[config.mk]
export PLATFORM = sky130hd
export DESIGN_NAME = pipe_stage_reg
export DESIGN_NICKNAME = d
export VERILOG_FILES = /design/src/rtl/pipe_stage_reg.sv
export SDC_FILE = /design/constraint.sdc
export NUM_CORES = 1
export LEC_CHECK = 0
export CELL_PAD_IN_SITES_DETAIL_PLACEMENT = 0
export CELL_PAD_IN_SITES_GLOBAL_PLACEMENT = 1
export CORE_MARGIN = 2
export CORE_UTILIZATION = 30
export CTS_BUF_LIST = sky130_fd_sc_hd__clkbuf_8
export DETAILED_ROUTE_END_ITERATION = 12
export HOLD_SLACK_MARGIN = 0.15
export MAX_ROUTING_LAYER = met4
export PLACE_DENSITY = 0.94
export SLEW_MARGIN = 0
export SYNTH_ARGS = -nofsm -noshare
export SYNTH_HDL_FRONTEND = slang
export SYNTH_SLANG_ARGS = --single-unit
[constraint.sdc]
create_clock -name clk -period 5.9 [get_ports clk]
set_clock_uncertainty 0.15 [all_clocks]
set_input_delay 0.59 -clock clk [delete_from_list [all_inputs] [get_ports clk]]
set_output_delay 0.59 -clock clk [all_outputs]
set_load 0.02 [all_outputs]
[src/rtl/pipe_stage_reg.sv]
// Generic pipeline stage register: payload, control and valid with flush/hold/squash resolution.
// Build with PIPE_STAGE_PERF_EN defined to add saturating stall/squash/flush counters.
module pipe_stage_reg #(
  parameter int unsigned                 DATA_W         = 64,
  parameter int unsigned                 CTRL_W         = 8,
  parameter logic [CTRL_W-1:0]           CTRL_IDLE      = 8'h0F,
  parameter logic [CTRL_W-1:0]           CTRL_KILL_MASK = 8'h1F,
  parameter int unsigned                 N_STALL        = 2,
  parameter logic [N_STALL-1:0]          SQUASH_MASK    = 2'b01,
  parameter int unsigned                 CNT_W          = 16
) (
  input  logic               clk,
  input  logic               rst,
  input  logic [N_STALL-1:0] stall_i,
  input  logic               flush_i,
  input  logic               in_valid,
  input  logic [DATA_W-1:0]  in_data,
  input  logic [CTRL_W-1:0]  in_ctrl,
  output logic               out_valid,
  output logic [DATA_W-1:0]  out_data,
  output logic [CTRL_W-1:0]  out_ctrl,
  output logic               held_o,
  input  logic               clr_perf_i,
  output logic [CNT_W-1:0]   stall_cnt_o,
  output logic [CNT_W-1:0]   squash_cnt_o,
  output logic [CNT_W-1:0]   flush_cnt_o
);

  // Valid semantics: out_valid marks out_data/out_ctrl as a live instruction; there is
  // no ready, so a downstream stage that cannot accept one must assert a stall source.
  typedef enum logic [1:0] {
    ACT_LOAD   = 2'd0,
    ACT_SQUASH = 2'd1,
    ACT_HOLD   = 2'd2,
    ACT_FLUSH  = 2'd3
  } action_t;

  logic    any_stall;
  logic    squash;
  logic    hold;
  action_t action;

  assign any_stall = |stall_i;
  assign squash    = any_stall && ((stall_i & ~SQUASH_MASK) == '0);
  assign hold      = any_stall && !squash;

  always_comb begin
    action = ACT_LOAD;
    if (flush_i)     action = ACT_FLUSH;
    else if (hold)   action = ACT_HOLD;
    else if (squash) action = ACT_SQUASH;
  end

  // Squash only idles the side-effect bits so a held memory access is not re-issued.
  always_ff @(posedge clk or posedge rst) begin
    if (rst) begin
      out_valid <= 1'b0;
      out_data  <= '0;
      out_ctrl  <= CTRL_IDLE;
      held_o    <= 1'b0;
    end else begin
      case (action)
        ACT_FLUSH: begin
          out_valid <= 1'b0;
          out_ctrl  <= CTRL_IDLE;
          held_o    <= 1'b0;
        end
        ACT_HOLD: begin
          held_o <= 1'b1;
        end
        ACT_SQUASH: begin
          out_ctrl <= (out_ctrl & ~CTRL_KILL_MASK) | (CTRL_IDLE & CTRL_KILL_MASK);
          held_o   <= 1'b1;
        end
        default: begin
          out_valid <= in_valid;
          out_data  <= in_data;
          out_ctrl  <= in_valid ? in_ctrl : CTRL_IDLE;
          held_o    <= 1'b0;
        end
      endcase
    end
  end

`ifdef PIPE_STAGE_PERF_EN
  localparam logic [CNT_W-1:0] CNT_ONE = CNT_W'(1);

  logic [CNT_W-1:0] stall_cnt;
  logic [CNT_W-1:0] squash_cnt;
  logic [CNT_W-1:0] flush_cnt;

  // Counters stick at all-ones; clear wins over increment.
  always_ff @(posedge clk or posedge rst) begin
    if (rst) begin
      stall_cnt  <= '0;
      squash_cnt <= '0;
      flush_cnt  <= '0;
    end else if (clr_perf_i) begin
      stall_cnt  <= '0;
      squash_cnt <= '0;
      flush_cnt  <= '0;
    end else begin
      if (any_stall && !flush_i && (stall_cnt != '1))
        stall_cnt <= stall_cnt + CNT_ONE;
      if ((action == ACT_SQUASH) && (squash_cnt != '1))
        squash_cnt <= squash_cnt + CNT_ONE;
      if ((action == ACT_FLUSH) && (flush_cnt != '1))
        flush_cnt <= flush_cnt + CNT_ONE;
    end
  end

  assign stall_cnt_o  = stall_cnt;
  assign squash_cnt_o = squash_cnt;
  assign flush_cnt_o  = flush_cnt;
`else
  logic unused_clr_perf;
  assign unused_clr_perf = clr_perf_i;

  assign stall_cnt_o  = '0;
  assign squash_cnt_o = '0;
  assign flush_cnt_o  = '0;
`endif

endmodule

==> flow_summary_export.csv <==
group,metric,value,unit
status,status,"finished clean",
flow_run,max-cap-violations,0,
sta,finalHoldViolations,0,
synth,seq_area_frac_synth,58.7,%
worst_setup_path,cp_data_required_time,5960,ps
floorplan,die_area,0.0114,mm²
cells_and_area,drive_gt1_share,6.68,%
min_path,worst_hold_path_type,"register to register",
power_and_ir_drop,p_sw_share,29.9,%
sta,rsz0062_at_grt,"no",
drt,dr.pass1.iters,4,
power_and_ir_drop,pwr-share-clk,26.3,%
synth,ys_warn_count,0,
global_route,grt_usage,12.0,%
global_route,grt_start_max_net_pins,75,
drt,drc,0,
sta,finalSetupViolCount,0,
worst_setup_path,start_kind,"primary input",
cts,cts_root_buf,"clkbuf_8",
cells_and_area,diodes,0,
drt,drtAntennaViolNets,0,
worst_setup_path,crit_end,"out_data[11]$_DFFE_PP0N_",
floorplan,start_util,30.8,%
floorplan,rows,37,
drt,vias,2057,
cts,htreeDepth,3,
cts,clkLatencyLatePin,340,ps
placement,globalplace.congestion,0.676,
worst_setup_path,slowest_delay,630,ps
cells_and_area,num-nets-final,449,
synth,synthTopCellsByCount,"dfrtp_1, mux2_1, buf_4, dfstp_2, o32a_1",
worst_setup_path,worstSetupStartpoint,"stall_i[1]",
global_route,grt_overflow_total,0,
power_and_ir_drop,p_seq_share,41.4,%
floorplan,die_h,107,µm
synth,mappedNetlistArea,0.00316,mm²
cts,cts_tree,"done",
power_and_ir_drop,peakVddDrop,124,µV
floorplan,io_pins,201,
cts,clkTransAtPathRegs,70,ps
worst_setup_path,cp.arrival,3070,ps
worst_setup_path,r2r_slack,4960,ps
floorplan,core_area,0.0103,mm²
cts,postCtsSetupRepairBufs,0,
drt,drt_iter0_drc,55,
cts,numClockSinks,74,
worst_setup_path,crit_chain,"clkdlybuf4s50_1, nand2b_1, nor2b_1, ha_2, buf_4, mux2_1",
worst_setup_path,critPathKind,"primary input to register",
synth,postSynth.asyncResetShare,100,%
placement,dpl.hpwl,5060,µm
worst_setup_path,cp_slowest_cell,"ha_2",
power_and_ir_drop,p_int,1.10,mW
cells_and_area,nFillCells,948,
synth,synthCells,214,
synth,synthFlopType,"dfrtp_1",
sta,tns,0,ps
synth,synth-edff-count,0,
sta,relSlewSlack,37.9,%
synth,yosysMostFrequentCell,"dfrtp_1",
sta,finalCritPeriodShare,51.0,%
cts,clock_path_buffers,2,
power_and_ir_drop,p_leak,2.07,nW
placement,port-buffer-count,151,
sta,fmax,333,MHz
cts,cts_buffers,9,
drt,wirelength,6710,µm
sta,tightest_slew,931,ps
synth,yosysTopAreaCellShare,55.4,%
drt,avgRoutedWirePerCell,13.2,µm
floorplan,die_w,107,µm
synth,synth_seq_cells,74,
power_and_ir_drop,combPwrFrac,32.3,%
sta,slew_viol_final,0,
worst_setup_path,r2r_cells,1,
cells_and_area,areaGrowthSynthToFinish,52.6,%
worst_setup_path,worstReg2RegStart,"out_data[50]$_DFFE_PP0N_",
power_and_ir_drop,power_density,326,mW/mm²
global_route,grt_pass1_wl,10200,µm
drt,vias_per_cell,4.03,
placement,placed_cell_area,0.00462,mm²
cts,ctsHoldBuffers,0,
sta,min_period,3010,ps
worst_setup_path,worstPathMaxFanout,38,
synth,ys_top_cells_by_area,"dfrtp_1, mux2_1, buf_4",
power_and_ir_drop,p_sw,0.470,mW
synth,yosys.area.top_type,"dfrtp_1",
global_route,antenna_found_initial,0,
cts,cts_resized,0,
worst_setup_path,worstSetupEndpointType,"register",
cells_and_area,finalInstanceArea,0.00483,mm²
synth,yosysUniqueCellTypes,19,
synth,avgSynthCellArea,14.8,µm²
global_route,grt_pass1_vias,2109,
worst_setup_path,regToRegEndpoint,"out_data[50]$_DFFE_PP0N_",
-- sequential cells by signal, indices dropped and copies added (netlist names) --
| register | cells |
|---|---|
| out_data | 64 |
| out_ctrl | 8 |
| held_o | 1 |
| out_valid | 1 |
-- layout make-up --
type                       instances  area, µm²  share of cell area, %
multi-input combinational        128       1050                   21.8
timing repair buffer             153       1530                   31.6
inverter                           3       11.3                  0.233
sequential                        74       1860                   38.5
clock buffer                       9        124                   2.57
clock inverter                     7       86.3                   1.79
tap                              136        170                   3.52
-- power groups by stage --
stage	clock (mW)	sequential (mW)	combinational (mW)
global route	0.458	0.664	0.539
detailed placement	0	0.662	0.513
finish	0.413	0.650	0.509
global placement	0	0.655	0.507
floorplan	0	0.783	0.137
CTS	0.435	0.652	0.515
-- metal layers --
layer / up-vias / global-route usage (%) / share of wire (%)
li1: 948 / - / -
met1: 989 / 12.8 / 39
met2: 108 / 20.4 / 51
met3: 12 / 3.10 / 8.1
met4: 0 / 6.40 / 2.1
met5: - / - / 0
-- worst min-delay path by stage --
stage | startpoint | end | depth (start not counted)
floorplan | out_ctrl[0]$_DFFE_PP1P_ | out_ctrl[0]$_DFFE_PP1P_ | 1
global placement | out_data[47]$_DFFE_PP0N_ | out_data[47]$_DFFE_PP0N_ | 1
detailed placement | out_data[58]$_DFFE_PP0N_ | out_data[58]$_DFFE_PP0N_ | 1
CTS | out_data[15]$_DFFE_PP0N_ | out_data[15]$_DFFE_PP0N_ | 1
global route | out_data[15]$_DFFE_PP0N_ | out_data[15]$_DFFE_PP0N_ | 1
finish | out_data[0]$_DFFE_PP0N_ | out_data[0]$_DFFE_PP0N_ | 1
-- critical path: cells and delay by family --
kind	cells	cell delay, ps
adders and majority gates	1	630
buffers and inverters	2	1080
muxes	1	380
and+or+nand+nor	2	360
-- logic make-up (layout without fill, tap and decap cells) --
kind of cell / count (synthesis) / count (layout) / share of synthesized area [%]
AND/OR/NAND/NOR: 6 / 6 / 1.62
AO/OA/AOI/OAI: 9 / 9 / 2.73
other: 1 / 48 / 0.119
multiplexers: 64 / 64 / 22.8
flip-flops: 74 / 74 / 58.7
buffers and inverters: 59 / 172 / 13.7
adder cells (fa/ha/maj): 1 / 1 / 0.395
-- placed cells by master (no fill, tap or decap), drive strengths merged --
| cell type | netlist | layout |
|---|---|---|
| nor2 | 1 | 1 |
| or3b | 1 | 1 |
| dfstp | 4 | 4 |
| nor2b | 1 | 1 |
| mux2 | 64 | 64 |
| inv | 3 | 5 |
| ha | 1 | 1 |
| clkbuf | 0 | 9 |
| clkinv | 0 | 3 |
| nand2b | 1 | 1 |
| o32ai | 1 | 1 |
| o32a | 4 | 4 |
| dfrtp | 70 | 70 |
| a21o | 1 | 1 |
| nor3b | 1 | 1 |
| conb | 1 | 48 |
| buf | 56 | 2 |
| bufinv | 0 | 2 |
| or2b | 1 | 1 |
| a32o | 3 | 3 |
| clkdlybuf4s50 | 0 | 151 |
-- per-stage QoR --
stage	util (%)	std cells	power (mW)	hold slack [ps]	worst slack, ps
2_1_floorplan	-	261	0.920	395	3290
3_3_place_gp	44.9	494	1.16	316	2580
3_5_place_dp	44.9	494	1.18	324	2500
4_1_cts	47.0	510	1.60	340	2880
5_1_grt	47.0	510	1.66	349	2750
6_report	47.0	510	1.57	335	2890
Note: power is estimated with default switching activity, not from simulation.
